===== src/rtl/cpu_mem_bridge_pkg.sv =====
// Shared encodings for the CPU-to-RAM bridge: one-hot FSM states, request source flags and
// the wait-counter sizing.
package cpu_mem_bridge_pkg;

    typedef enum logic [4:0] {
        StIdle = 5'b00001,
        StMem  = 5'b00010,
        StCap  = 5'b00100,
        StWait = 5'b01000,
        StResp = 5'b10000
    } bridge_state_e;

    localparam logic SRC_I = 1'b0;
    localparam logic SRC_D = 1'b1;

    localparam int unsigned MAX_WAIT = 15;
    localparam int unsigned WAIT_W   = 4;

    // Saturate the configured stall so an oversized parameter cannot wrap the counter.
    function automatic logic [WAIT_W-1:0] wait_load_val(input int unsigned cycles);
        return (cycles > MAX_WAIT) ? WAIT_W'(MAX_WAIT) : WAIT_W'(cycles);
    endfunction

endpackage


===== src/rtl/cpu_mem_bridge_if.sv =====
// Core-side instruction/data channels, RAM port and perf counters of the bridge.
// The bridge takes the slave view; the core/RAM environment takes the master view.
interface cpu_mem_bridge_if #(
    parameter int unsigned ADDR_W = 12
);
    logic [31:0]       PC;
    logic              Inst_Req_Valid;
    logic              Inst_Req_Ack;
    logic [31:0]       Instruction;
    logic              Inst_Valid;
    logic              Inst_Ack;
    logic [31:0]       Address;
    logic              MemWrite;
    logic [31:0]       Write_data;
    logic [3:0]        Write_strb;
    logic              MemRead;
    logic              Mem_Req_Ack;
    logic [31:0]       Read_data;
    logic              Read_data_Valid;
    logic              Read_data_Ack;
    logic              mem_en;
    logic [3:0]        mem_wen;
    logic [ADDR_W-1:0] mem_addr;
    logic [31:0]       mem_wdata;
    logic [31:0]       mem_rdata;
    logic [31:0]       cnt_inst;
    logic [31:0]       cnt_data;

    modport slave (
        input  PC, Inst_Req_Valid, Inst_Ack, Address, MemWrite, Write_data, Write_strb,
               MemRead, Read_data_Ack, mem_rdata,
        output Inst_Req_Ack, Instruction, Inst_Valid, Mem_Req_Ack, Read_data, Read_data_Valid,
               mem_en, mem_wen, mem_addr, mem_wdata, cnt_inst, cnt_data
    );

    modport master (
        output PC, Inst_Req_Valid, Inst_Ack, Address, MemWrite, Write_data, Write_strb,
               MemRead, Read_data_Ack, mem_rdata,
        input  Inst_Req_Ack, Instruction, Inst_Valid, Mem_Req_Ack, Read_data, Read_data_Valid,
               mem_en, mem_wen, mem_addr, mem_wdata, cnt_inst, cnt_data
    );

endinterface


===== src/rtl/bridge_wait_ctr.sv =====
// Loadable down-counter that times the artificial read-response stall.
// done_o flags the last stall cycle so the FSM can leave WAIT on it.
module bridge_wait_ctr
    import cpu_mem_bridge_pkg::*;
(
    input  logic              clk,
    input  logic              rst,
    input  logic              load_i,
    input  logic [WAIT_W-1:0] load_val_i,
    input  logic              dec_i,
    output logic              done_o
);

    logic [WAIT_W-1:0] cnt_q, cnt_d;

    always_comb begin
        cnt_d = cnt_q;
        if (load_i) begin
            cnt_d = load_val_i;
        end else if (dec_i && (cnt_q != '0)) begin
            cnt_d = cnt_q - 1'b1;
        end
    end

    always_ff @(posedge clk) begin
        if (rst) begin
            cnt_q <= '0;
        end else begin
            cnt_q <= cnt_d;
        end
    end

    assign done_o = (cnt_q == WAIT_W'(1));

endmodule


===== src/rtl/cpu_mem_bridge.sv =====
// Arbitrates the core's fetch and load/store channels onto one single-port synchronous RAM,
// with optional stall cycles before each read response and access counters for perf CSRs.
module cpu_mem_bridge
    import cpu_mem_bridge_pkg::*;
#(
    parameter int unsigned ADDR_W      = 12,
    parameter int unsigned WAIT_CYCLES = 0
) (
    input logic             clk,
    input logic             rst,
    cpu_mem_bridge_if.slave bus
);

    localparam logic              HAS_WAIT  = (WAIT_CYCLES != 0);
    localparam logic [WAIT_W-1:0] WAIT_LOAD = wait_load_val(WAIT_CYCLES);

    bridge_state_e     state_q, state_d;
    logic              src_q, src_d;
    logic              is_wr_q, is_wr_d;
    logic [ADDR_W-1:0] addr_q, addr_d;
    logic [31:0]       wdata_q, wdata_d;
    logic [3:0]        strb_q, strb_d;
    logic [31:0]       rbuf_q, rbuf_d;
    logic [31:0]       cnt_inst_q, cnt_inst_d;
    logic [31:0]       cnt_data_q, cnt_data_d;

    logic              inst_req_ack, mem_req_ack;
    logic              inst_valid, rd_valid;
    logic [31:0]       instruction, read_data;
    logic              mem_en;
    logic [3:0]        mem_wen;
    logic [ADDR_W-1:0] mem_addr;
    logic [31:0]       mem_wdata;
    logic              wait_load, wait_dec, wait_done;

    // Byte offset and bits above the RAM window are deliberately ignored (address aliasing).
    logic unused_addr_bits;
    assign unused_addr_bits = ^{bus.PC[31:ADDR_W+2], bus.PC[1:0],
                                bus.Address[31:ADDR_W+2], bus.Address[1:0]};

    bridge_wait_ctr u_wait_ctr (
        .clk        (clk),
        .rst        (rst),
        .load_i     (wait_load),
        .load_val_i (WAIT_LOAD),
        .dec_i      (wait_dec),
        .done_o     (wait_done)
    );

    always_comb begin
        state_d      = state_q;
        src_d        = src_q;
        is_wr_d      = is_wr_q;
        addr_d       = addr_q;
        wdata_d      = wdata_q;
        strb_d       = strb_q;
        rbuf_d       = rbuf_q;
        cnt_inst_d   = cnt_inst_q;
        cnt_data_d   = cnt_data_q;
        inst_req_ack = 1'b0;
        mem_req_ack  = 1'b0;
        inst_valid   = 1'b0;
        rd_valid     = 1'b0;
        instruction  = '0;
        read_data    = '0;
        mem_en       = 1'b0;
        mem_wen      = '0;
        mem_addr     = '0;
        mem_wdata    = '0;
        wait_load    = 1'b0;
        wait_dec     = 1'b0;

        unique case (state_q)
            StIdle: begin
                // Data side wins; a combined write+read request is handled as a plain write.
                if (bus.MemWrite || bus.MemRead) begin
                    mem_req_ack = 1'b1;
                    src_d       = SRC_D;
                    is_wr_d     = bus.MemWrite;
                    addr_d      = bus.Address[ADDR_W+1:2];
                    wdata_d     = bus.Write_data;
                    strb_d      = bus.Write_strb;
                    cnt_data_d  = cnt_data_q + 32'd1;
                    state_d     = StMem;
                end else if (bus.Inst_Req_Valid) begin
                    inst_req_ack = 1'b1;
                    src_d        = SRC_I;
                    is_wr_d      = 1'b0;
                    addr_d       = bus.PC[ADDR_W+1:2];
                    wdata_d      = bus.Write_data;
                    strb_d       = bus.Write_strb;
                    cnt_inst_d   = cnt_inst_q + 32'd1;
                    state_d      = StMem;
                end
            end
            StMem: begin
                mem_en   = 1'b1;
                mem_addr = addr_q;
                if (is_wr_q) begin
                    mem_wen   = strb_q;
                    mem_wdata = wdata_q;
                    state_d   = StIdle;
                end else begin
                    state_d = StCap;
                end
            end
            StCap: begin
                rbuf_d = bus.mem_rdata;
                if (HAS_WAIT) begin
                    wait_load = 1'b1;
                    state_d   = StWait;
                end else begin
                    state_d = StResp;
                end
            end
            StWait: begin
                wait_dec = 1'b1;
                if (wait_done) begin
                    state_d = StResp;
                end
            end
            StResp: begin
                if (src_q == SRC_I) begin
                    inst_valid  = 1'b1;
                    instruction = rbuf_q;
                    if (bus.Inst_Ack) begin
                        state_d = StIdle;
                    end
                end else begin
                    rd_valid  = 1'b1;
                    read_data = rbuf_q;
                    if (bus.Read_data_Ack) begin
                        state_d = StIdle;
                    end
                end
            end
            default: state_d = StIdle;
        endcase

        // Keep the bus quiet on the reset cycle itself: no accept and no RAM access leaks out.
        if (rst) begin
            inst_req_ack = 1'b0;
            mem_req_ack  = 1'b0;
            inst_valid   = 1'b0;
            rd_valid     = 1'b0;
            instruction  = '0;
            read_data    = '0;
            mem_en       = 1'b0;
            mem_wen      = '0;
            mem_addr     = '0;
            mem_wdata    = '0;
        end
    end

    always_ff @(posedge clk) begin
        if (rst) begin
            state_q    <= StIdle;
            src_q      <= SRC_I;
            is_wr_q    <= 1'b0;
            addr_q     <= '0;
            wdata_q    <= '0;
            strb_q     <= '0;
            rbuf_q     <= '0;
            cnt_inst_q <= '0;
            cnt_data_q <= '0;
        end else begin
            state_q    <= state_d;
            src_q      <= src_d;
            is_wr_q    <= is_wr_d;
            addr_q     <= addr_d;
            wdata_q    <= wdata_d;
            strb_q     <= strb_d;
            rbuf_q     <= rbuf_d;
            cnt_inst_q <= cnt_inst_d;
            cnt_data_q <= cnt_data_d;
        end
    end

    assign bus.Inst_Req_Ack    = inst_req_ack;
    assign bus.Mem_Req_Ack     = mem_req_ack;
    assign bus.Inst_Valid      = inst_valid;
    assign bus.Instruction     = instruction;
    assign bus.Read_data_Valid = rd_valid;
    assign bus.Read_data       = read_data;
    assign bus.mem_en          = mem_en;
    assign bus.mem_wen         = mem_wen;
    assign bus.mem_addr        = mem_addr;
    assign bus.mem_wdata       = mem_wdata;
    assign bus.cnt_inst        = cnt_inst_q;
    assign bus.cnt_data        = cnt_data_q;

endmodule


===== src/flat_wrapper.sv =====
// flat-port wrapper written by rule: the top's interface ports become plain ports
module cpu_mem_bridge_flat import cpu_mem_bridge_pkg::*;
#(
    parameter int unsigned ADDR_W      = 12,
    parameter int unsigned WAIT_CYCLES = 0
)
  (clk, rst, bus_PC, bus_Inst_Req_Valid, bus_Inst_Ack, bus_Address, bus_MemWrite, bus_Write_data, bus_Write_strb, bus_MemRead, bus_Read_data_Ack, bus_mem_rdata, bus_Inst_Req_Ack, bus_Instruction, bus_Inst_Valid, bus_Mem_Req_Ack, bus_Read_data, bus_Read_data_Valid, bus_mem_en, bus_mem_wen, bus_mem_addr, bus_mem_wdata, bus_cnt_inst, bus_cnt_data);
  cpu_mem_bridge_if #(.ADDR_W(ADDR_W)) bus_i ();
  input logic clk;
  input logic rst;
  input wire logic [$bits(bus_i.PC)-1:0] bus_PC;
  input wire logic [$bits(bus_i.Inst_Req_Valid)-1:0] bus_Inst_Req_Valid;
  input wire logic [$bits(bus_i.Inst_Ack)-1:0] bus_Inst_Ack;
  input wire logic [$bits(bus_i.Address)-1:0] bus_Address;
  input wire logic [$bits(bus_i.MemWrite)-1:0] bus_MemWrite;
  input wire logic [$bits(bus_i.Write_data)-1:0] bus_Write_data;
  input wire logic [$bits(bus_i.Write_strb)-1:0] bus_Write_strb;
  input wire logic [$bits(bus_i.MemRead)-1:0] bus_MemRead;
  input wire logic [$bits(bus_i.Read_data_Ack)-1:0] bus_Read_data_Ack;
  input wire logic [$bits(bus_i.mem_rdata)-1:0] bus_mem_rdata;
  output wire logic [$bits(bus_i.Inst_Req_Ack)-1:0] bus_Inst_Req_Ack;
  output wire logic [$bits(bus_i.Instruction)-1:0] bus_Instruction;
  output wire logic [$bits(bus_i.Inst_Valid)-1:0] bus_Inst_Valid;
  output wire logic [$bits(bus_i.Mem_Req_Ack)-1:0] bus_Mem_Req_Ack;
  output wire logic [$bits(bus_i.Read_data)-1:0] bus_Read_data;
  output wire logic [$bits(bus_i.Read_data_Valid)-1:0] bus_Read_data_Valid;
  output wire logic [$bits(bus_i.mem_en)-1:0] bus_mem_en;
  output wire logic [$bits(bus_i.mem_wen)-1:0] bus_mem_wen;
  output wire logic [$bits(bus_i.mem_addr)-1:0] bus_mem_addr;
  output wire logic [$bits(bus_i.mem_wdata)-1:0] bus_mem_wdata;
  output wire logic [$bits(bus_i.cnt_inst)-1:0] bus_cnt_inst;
  output wire logic [$bits(bus_i.cnt_data)-1:0] bus_cnt_data;
  assign bus_i.PC = bus_PC;
  assign bus_i.Inst_Req_Valid = bus_Inst_Req_Valid;
  assign bus_i.Inst_Ack = bus_Inst_Ack;
  assign bus_i.Address = bus_Address;
  assign bus_i.MemWrite = bus_MemWrite;
  assign bus_i.Write_data = bus_Write_data;
  assign bus_i.Write_strb = bus_Write_strb;
  assign bus_i.MemRead = bus_MemRead;
  assign bus_i.Read_data_Ack = bus_Read_data_Ack;
  assign bus_i.mem_rdata = bus_mem_rdata;
  assign bus_Inst_Req_Ack = bus_i.Inst_Req_Ack;
  assign bus_Instruction = bus_i.Instruction;
  assign bus_Inst_Valid = bus_i.Inst_Valid;
  assign bus_Mem_Req_Ack = bus_i.Mem_Req_Ack;
  assign bus_Read_data = bus_i.Read_data;
  assign bus_Read_data_Valid = bus_i.Read_data_Valid;
  assign bus_mem_en = bus_i.mem_en;
  assign bus_mem_wen = bus_i.mem_wen;
  assign bus_mem_addr = bus_i.mem_addr;
  assign bus_mem_wdata = bus_i.mem_wdata;
  assign bus_cnt_inst = bus_i.cnt_inst;
  assign bus_cnt_data = bus_i.cnt_data;
  cpu_mem_bridge #(.ADDR_W(ADDR_W), .WAIT_CYCLES(WAIT_CYCLES)) u_core (.clk(clk), .rst(rst), .bus(bus_i));
endmodule

===== config.mk =====
export PLATFORM = sky130hd
export DESIGN_NAME = cpu_mem_bridge_flat
export DESIGN_NICKNAME = d
export VERILOG_FILES = /design/src/rtl/cpu_mem_bridge_pkg.sv /design/src/rtl/cpu_mem_bridge_if.sv /design/src/rtl/bridge_wait_ctr.sv /design/src/rtl/cpu_mem_bridge.sv /design/src/flat_wrapper.sv
export SDC_FILE = /design/constraint.sdc
export NUM_CORES = 1
export LEC_CHECK = 0
export CORE_MARGIN = 2
export CORE_UTILIZATION = 42
export CTS_CLUSTER_DIAMETER = 150
export DETAILED_ROUTE_END_ITERATION = 8
export PLACE_DENSITY = 0.88
export SLEW_MARGIN = 20
export SYNTH_ARGS = -nofsm -noshare
export SYNTH_HDL_FRONTEND = slang
export SYNTH_SLANG_ARGS = --single-unit

===== constraint.sdc =====
create_clock -name clk -period 3.6 [get_ports clk]
set_input_delay 0.72 -clock clk [delete_from_list [all_inputs] [get_ports clk]]
set_output_delay 0.72 -clock clk [all_outputs]
set_load 0.05 [all_outputs]

==> Word-level counts from Yosys, hierarchy flattened <==
Cells that the tools add are included.
W data, S select, Z words.
{ "word_totals": {"ff_bits": 155, "elab_cells": 79} }
{ "classes": {"n_addsub": 3, "eq_ne": 10, "mux": 47, "bitwise_logic": 1, "n_reduce_logical": 8} }
{ "op_table": {"columns": ["cell", "count"], "rows": [
  ["$mux W32", 11],
  ["$add A32 B1 Y32 const B", 2],
  ["$mux W12", 4],
  ["$mux W5", 6],
  ["$pmux W5 S5", 1],
  ["$mux W4", 5],
  ["$mux W1", 19],
  ["$ne A3 B2 Y1 const B", 2],
  ["$eq A5 B1 Y1 const B", 1],
  ["$eq A5 B2 Y1 const B", 1],
  ["$eq A5 B3 Y1 const B", 1],
  ["$eq A5 B4 Y1 const B", 1],
  ["$eq A5 B5 Y1 const B", 1],
  ["$eq A4 B1 Y1 const B", 1],
  ["$reduce_and A2 Y1", 2],
  ["$reduce_and A4 Y1", 1],
  ["$reduce_bool A4 Y1", 1],
  ["$sub A4 B1 Y4 const B", 1],
  ["$mux W3", 1],
  ["$ne A3 B3 Y1 const B", 1],
  ["$reduce_and A3 Y1", 1],
  ["$ne A2 B2 Y1 const B", 1],
  ["$reduce_bool A2 Y1", 1],
  ["$logic_and A1 B1 Y1", 1],
  ["2 further kinds", 2]
]} }

==> Longest topological paths before layout <==
{ "logic_depth": {"depth_word": 4, "ltp_mapped": 7, "ltp_nobuf": 5} }

==> Worst setup path after synthesis <==
Ideal clock, no wire load.
{ "synth_path": {"kind": "input to output", "start": "input bus_MemWrite", "end": "output bus_Mem_Req_Ack", "t_arrival_ps": 2437, "t_required_ps": 2880, "slack_ps": 443, "stages": 4, "cell_sequence": "clkbuf_1 -> nor2_1 -> clkbuf_1 -> nor3_1"} }
{ "synth_between": {"elab_chain_cells": 4} }
{ "synth_rtl": {"columns": ["element", "line", "source"], "rows": [
  ["from (decl)", "flat_wrapper.sv:15", "input wire logic [$bits(bus_i.MemWrite)-1:0] bus_MemWrite;"],
  ["$logic_or A1 B1 Y1", "cpu_mem_bridge.sv:76", "if (bus.MemWrite || bus.MemRead) begin"],
  ["$mux W1", "cpu_mem_bridge.sv:76", null],
  ["$mux W1", "cpu_mem_bridge.sv:73", "unique case (state_q)"],
  ["$mux W1", "cpu_mem_bridge.sv:141", "if (rst) begin"],
  ["to (decl)", "flat_wrapper.sv:24", "output wire logic [$bits(bus_i.Mem_Req_Ack)-1:0] bus_Mem_Req_Ack;"]
]} }
Every way passes these cells.

==> Final worst setup path <==
{ "layout_path": {"start": "input bus_MemWrite", "end": "output bus_Inst_Req_Ack"} }
{ "layout_between": {"elab_chain_cells": 4} }
{ "layout_rtl": {"columns": ["element", "line", "source"], "rows": [
  ["$logic_or A1 B1 Y1", "cpu_mem_bridge.sv:76", null],
  ["$mux W1", "cpu_mem_bridge.sv:76", null],
  ["$mux W1", "cpu_mem_bridge.sv:73", null],
  ["$mux W1", "cpu_mem_bridge.sv:141", null],
  ["to (decl)", "flat_wrapper.sv:21", "output wire logic [$bits(bus_i.Inst_Req_Ack)-1:0] bus_Inst_Req_Ack;"]
]} }
Every way passes these cells.

==> flow_summary.ini <==
[detailed_routing]
drtAntennaViolNets = 0
route.vias.total = 7781
wirelength_um = 24800
drt-initial-drc-count = 553
avgViaCountPerCell = 5.62
remaining_drc_errors = 0
dr.pass1.iters = 5
detail_route.wl_per_cell_um = 17.9

[global_routing]
antenna_found_initial = 0
grt_overflow_total = 0
grt_max_degree = 68
grt_pass1_vias = 7433
grt_usage_pct = 26.5
grt_pass1_wl_um = 38400

[setup_path]
cp.required_ns = 2.88
crit_path_end_kind = output port
r2r_start = u_core.state_q[4]$_SDFFE_PP0P_
max_stage_delay_ns = 0.45
setup.worst_path.start = bus_MemWrite
critPathBufInv = 3
cpLargestDelayFamily = buffers and inverters
reg2regPathDepth = 4
cp_max_fo = 19
crit_cells = 6
critical_path.cell_chain = clkdlybuf4s50_1 > buf_4 > nor3b_1 > nand2_1 > nor2_1 > buf_12
worst_path_max_delay_cell = clkdlybuf4s50_1
start_kind = input port
arrival_ns = 2.33
crit_type = in -> out

[yosys]
yosys-top-cells-area = dfxtp_1 42%, nand2_1 9.2%, a21oi_1 7.8%, and2_1 7.0%, and3_1 3.9%
netlist_area_um2 = 7100
synthCells = 910
syn-num-nets = 1051
synthFlopType = dfxtp_1
synth_cell_types = 43
yosys_warnings = 0
yosysTopAreaCellShare_pct = 42.3
synth_edf_count = 0
avgSynthCellArea_um2 = 7.81
yosys-top-cells-count = 174 x nand2_1, 150 x dfxtp_1, 111 x a21oi_1, 79 x and2_1, 62 x clkbuf_1
yosysMostFrequentCell = nand2_1
ys_seq_area_share_pct = 42.3
yosys.area.top_type = dfxtp_1
postSynth.asyncResetShare_pct = 0
synth_seq_cells = 150

[clocking]
cts_made_buffers = 17
clkTransAtPathRegs_ns = 0.06
hold_buffers = 0
insertion_delay_ns = 0.41
post_cts_buffers = 0
cts_resized = 0
cts_tree = built
cts_buffer_depth = 2
clockRootBuffer = clkbuf_16
cts_num_sinks = 150
htreeDepth = 4

[timing]
fin_setup_tns_ns = 0
fmax_ghz = 0.328
hold_viol = 0
finalCritPeriodShare_pct = 84.6
hold_slack_ns = 0.452
max-slew-margin-rel_pct = 51.3
rsz0062_at_grt = false
min_period_ns = 3.05
setup_viol = 0
worstMarginPinSlew_ns = 0.731
slew_violations = 0
skew_ns = 0.00568

[hold_path]
worstHoldStart = u_core.wdata_q[20]$_SDFFE_PP0P_
whs_path_depth = 2
hp-class = reg -> reg

[placement]
dp_hpwl_um = 17400
io_buffer_count = 279
gp_congestion = 0.878

[floorplanning]
die_h_um = 134
io_pins = 320
core_area_um2 = 16600
row_count = 47
dieArea_um2 = 18000
start_util_pct = 42.8
die_width_um = 134

[outcome]
outcome = finished clean

[flow_run]
maxCapViolations = 0

[finish]
areaGrowthSynthToFinish_pct = 64.8
diodes = 0
drive_gt1_share_pct = 14.8
fillers = 1170
fin_nets = 1297
post-route-util_pct = 70.6

[power]
power_leakage_uw = 0.00426
peakVddDrop_v = 0.000309
power.density_nw_per_um2 = 362
[stage by stage]
| stage | std cells | cell area, um^2 | total power, uW | worst slack, ns |
|---|---|---|---|---|
| after floorplan | 910 | 7100 | 2330 | 0.443 |
| after global placement | 1357 | 11200 | 2610 | 0.420 |
| after detailed placement | 1357 | 11200 | 2640 | 0.306 |
| after CTS | 1385 | 11700 | 4260 | 0.561 |
| after global routing | 1385 | 11700 | 4410 | 0.475 |
| final | 1385 | 11700 | 4240 | 0.553 |
[worst paths after layout]
path	end	slack, ns
worst max-delay path	bus_Inst_Req_Ack	0.55
worst max register to register	u_core.bus.cnt_inst[25]$_SDFFE_PP0P_	0.94
worst min register to register	u_core.wdata_q[20]$_SDFFE_PP0P_	0.45
worst min-delay path	u_core.wdata_q[20]$_SDFFE_PP0P_	0.45
[worst register-to-register path: cells and delay by family, from the launching register on]
kind / cells / cell delay (ns)
AND/OR/NAND/NOR: 3 / 1.78
flip-flops: 1 / 0.38
multiplexers: 1 / 0.38
[cell type report]
cell class                      count  area, um^2  share of cell area (%)
Tap cell                          220         275                    2.35
Clock buffer                       23         468                    4.00
Inverter                            6        22.5                   0.192
Clock inverter                      5        52.6                   0.449
Multi-Input combinational cell    684        3810                    32.6
Timing Repair Buffer              297        4070                    34.8
Sequential cell                   150        3000                    25.6
[state kept, by name, indices dropped and copies added (netlist names)]
register / flops
u_core.is_wr_q: 1
u_core.addr_q: 12
u_core.bus.cnt_data: 32
u_core.strb_q: 4
u_core.wdata_q: 32
u_core.state_q: 4
u_core.bus.cnt_inst: 32
u_core.src_q: 1
u_core.rbuf_q: 32
[layout by cell type (no fill, tap or decap), types with 2 or more instances in the layout]
cell type / instances
nand2_1: 174
clkdlybuf4s50_1: 161
dfxtp_1: 150
buf_12: 115
a21oi_1: 111
and2_1: 79
and3_1: 44
nor2_1: 43
or4_1: 33
o31ai_1: 30
nand3_1: 27
o21ai_0: 26
nand4_1: 22
buf_4: 21
clkbuf_16: 17
a311oi_1: 12
or3_1: 11
xor2_1: 10
nor4_1: 8
and4_1: 7
inv_1: 6
xnor2_1: 6
nor2b_1: 6
mux2_2: 6
nor3_1: 4
clkbuf_1: 4
nand2b_1: 3
clkinv_2: 3
or4_4: 2
nor3b_1: 2
ha_1: 2
clkbuf_8: 2
[kinds of logic after synthesis]
logic type,Yosys count,share of synthesized area [%]
multiplexers,6,0.951
flip-flops,150,42.3
XOR/XNOR,16,1.97
buffers and inverters,76,4.35
adder cells (fa/ha/maj),2,0.352
AO/OA/AOI/OAI,187,15.3
AND/OR/NAND/NOR,473,34.9
[per-layer routing]
layer | global-route usage, % | vias up | wire, um
met5 | 0 | - | 0
met4 | 10.9 | 0 | 805
met2 | 46.2 | 353 | 12300
li1 | - | 3686 | -
met3 | 7.26 | 52 | 1960
met1 | 30.7 | 3690 | 9730
[report_power, final]
group	internal [uW]	switching [uW]	leakage [uW]
Clock	968	654	0.000255
Combinational	292	452	0.00279
Sequential	1790	82.2	0.00122
Total	3050	1190	0.00426
Power figures use the tool's default switching activity.
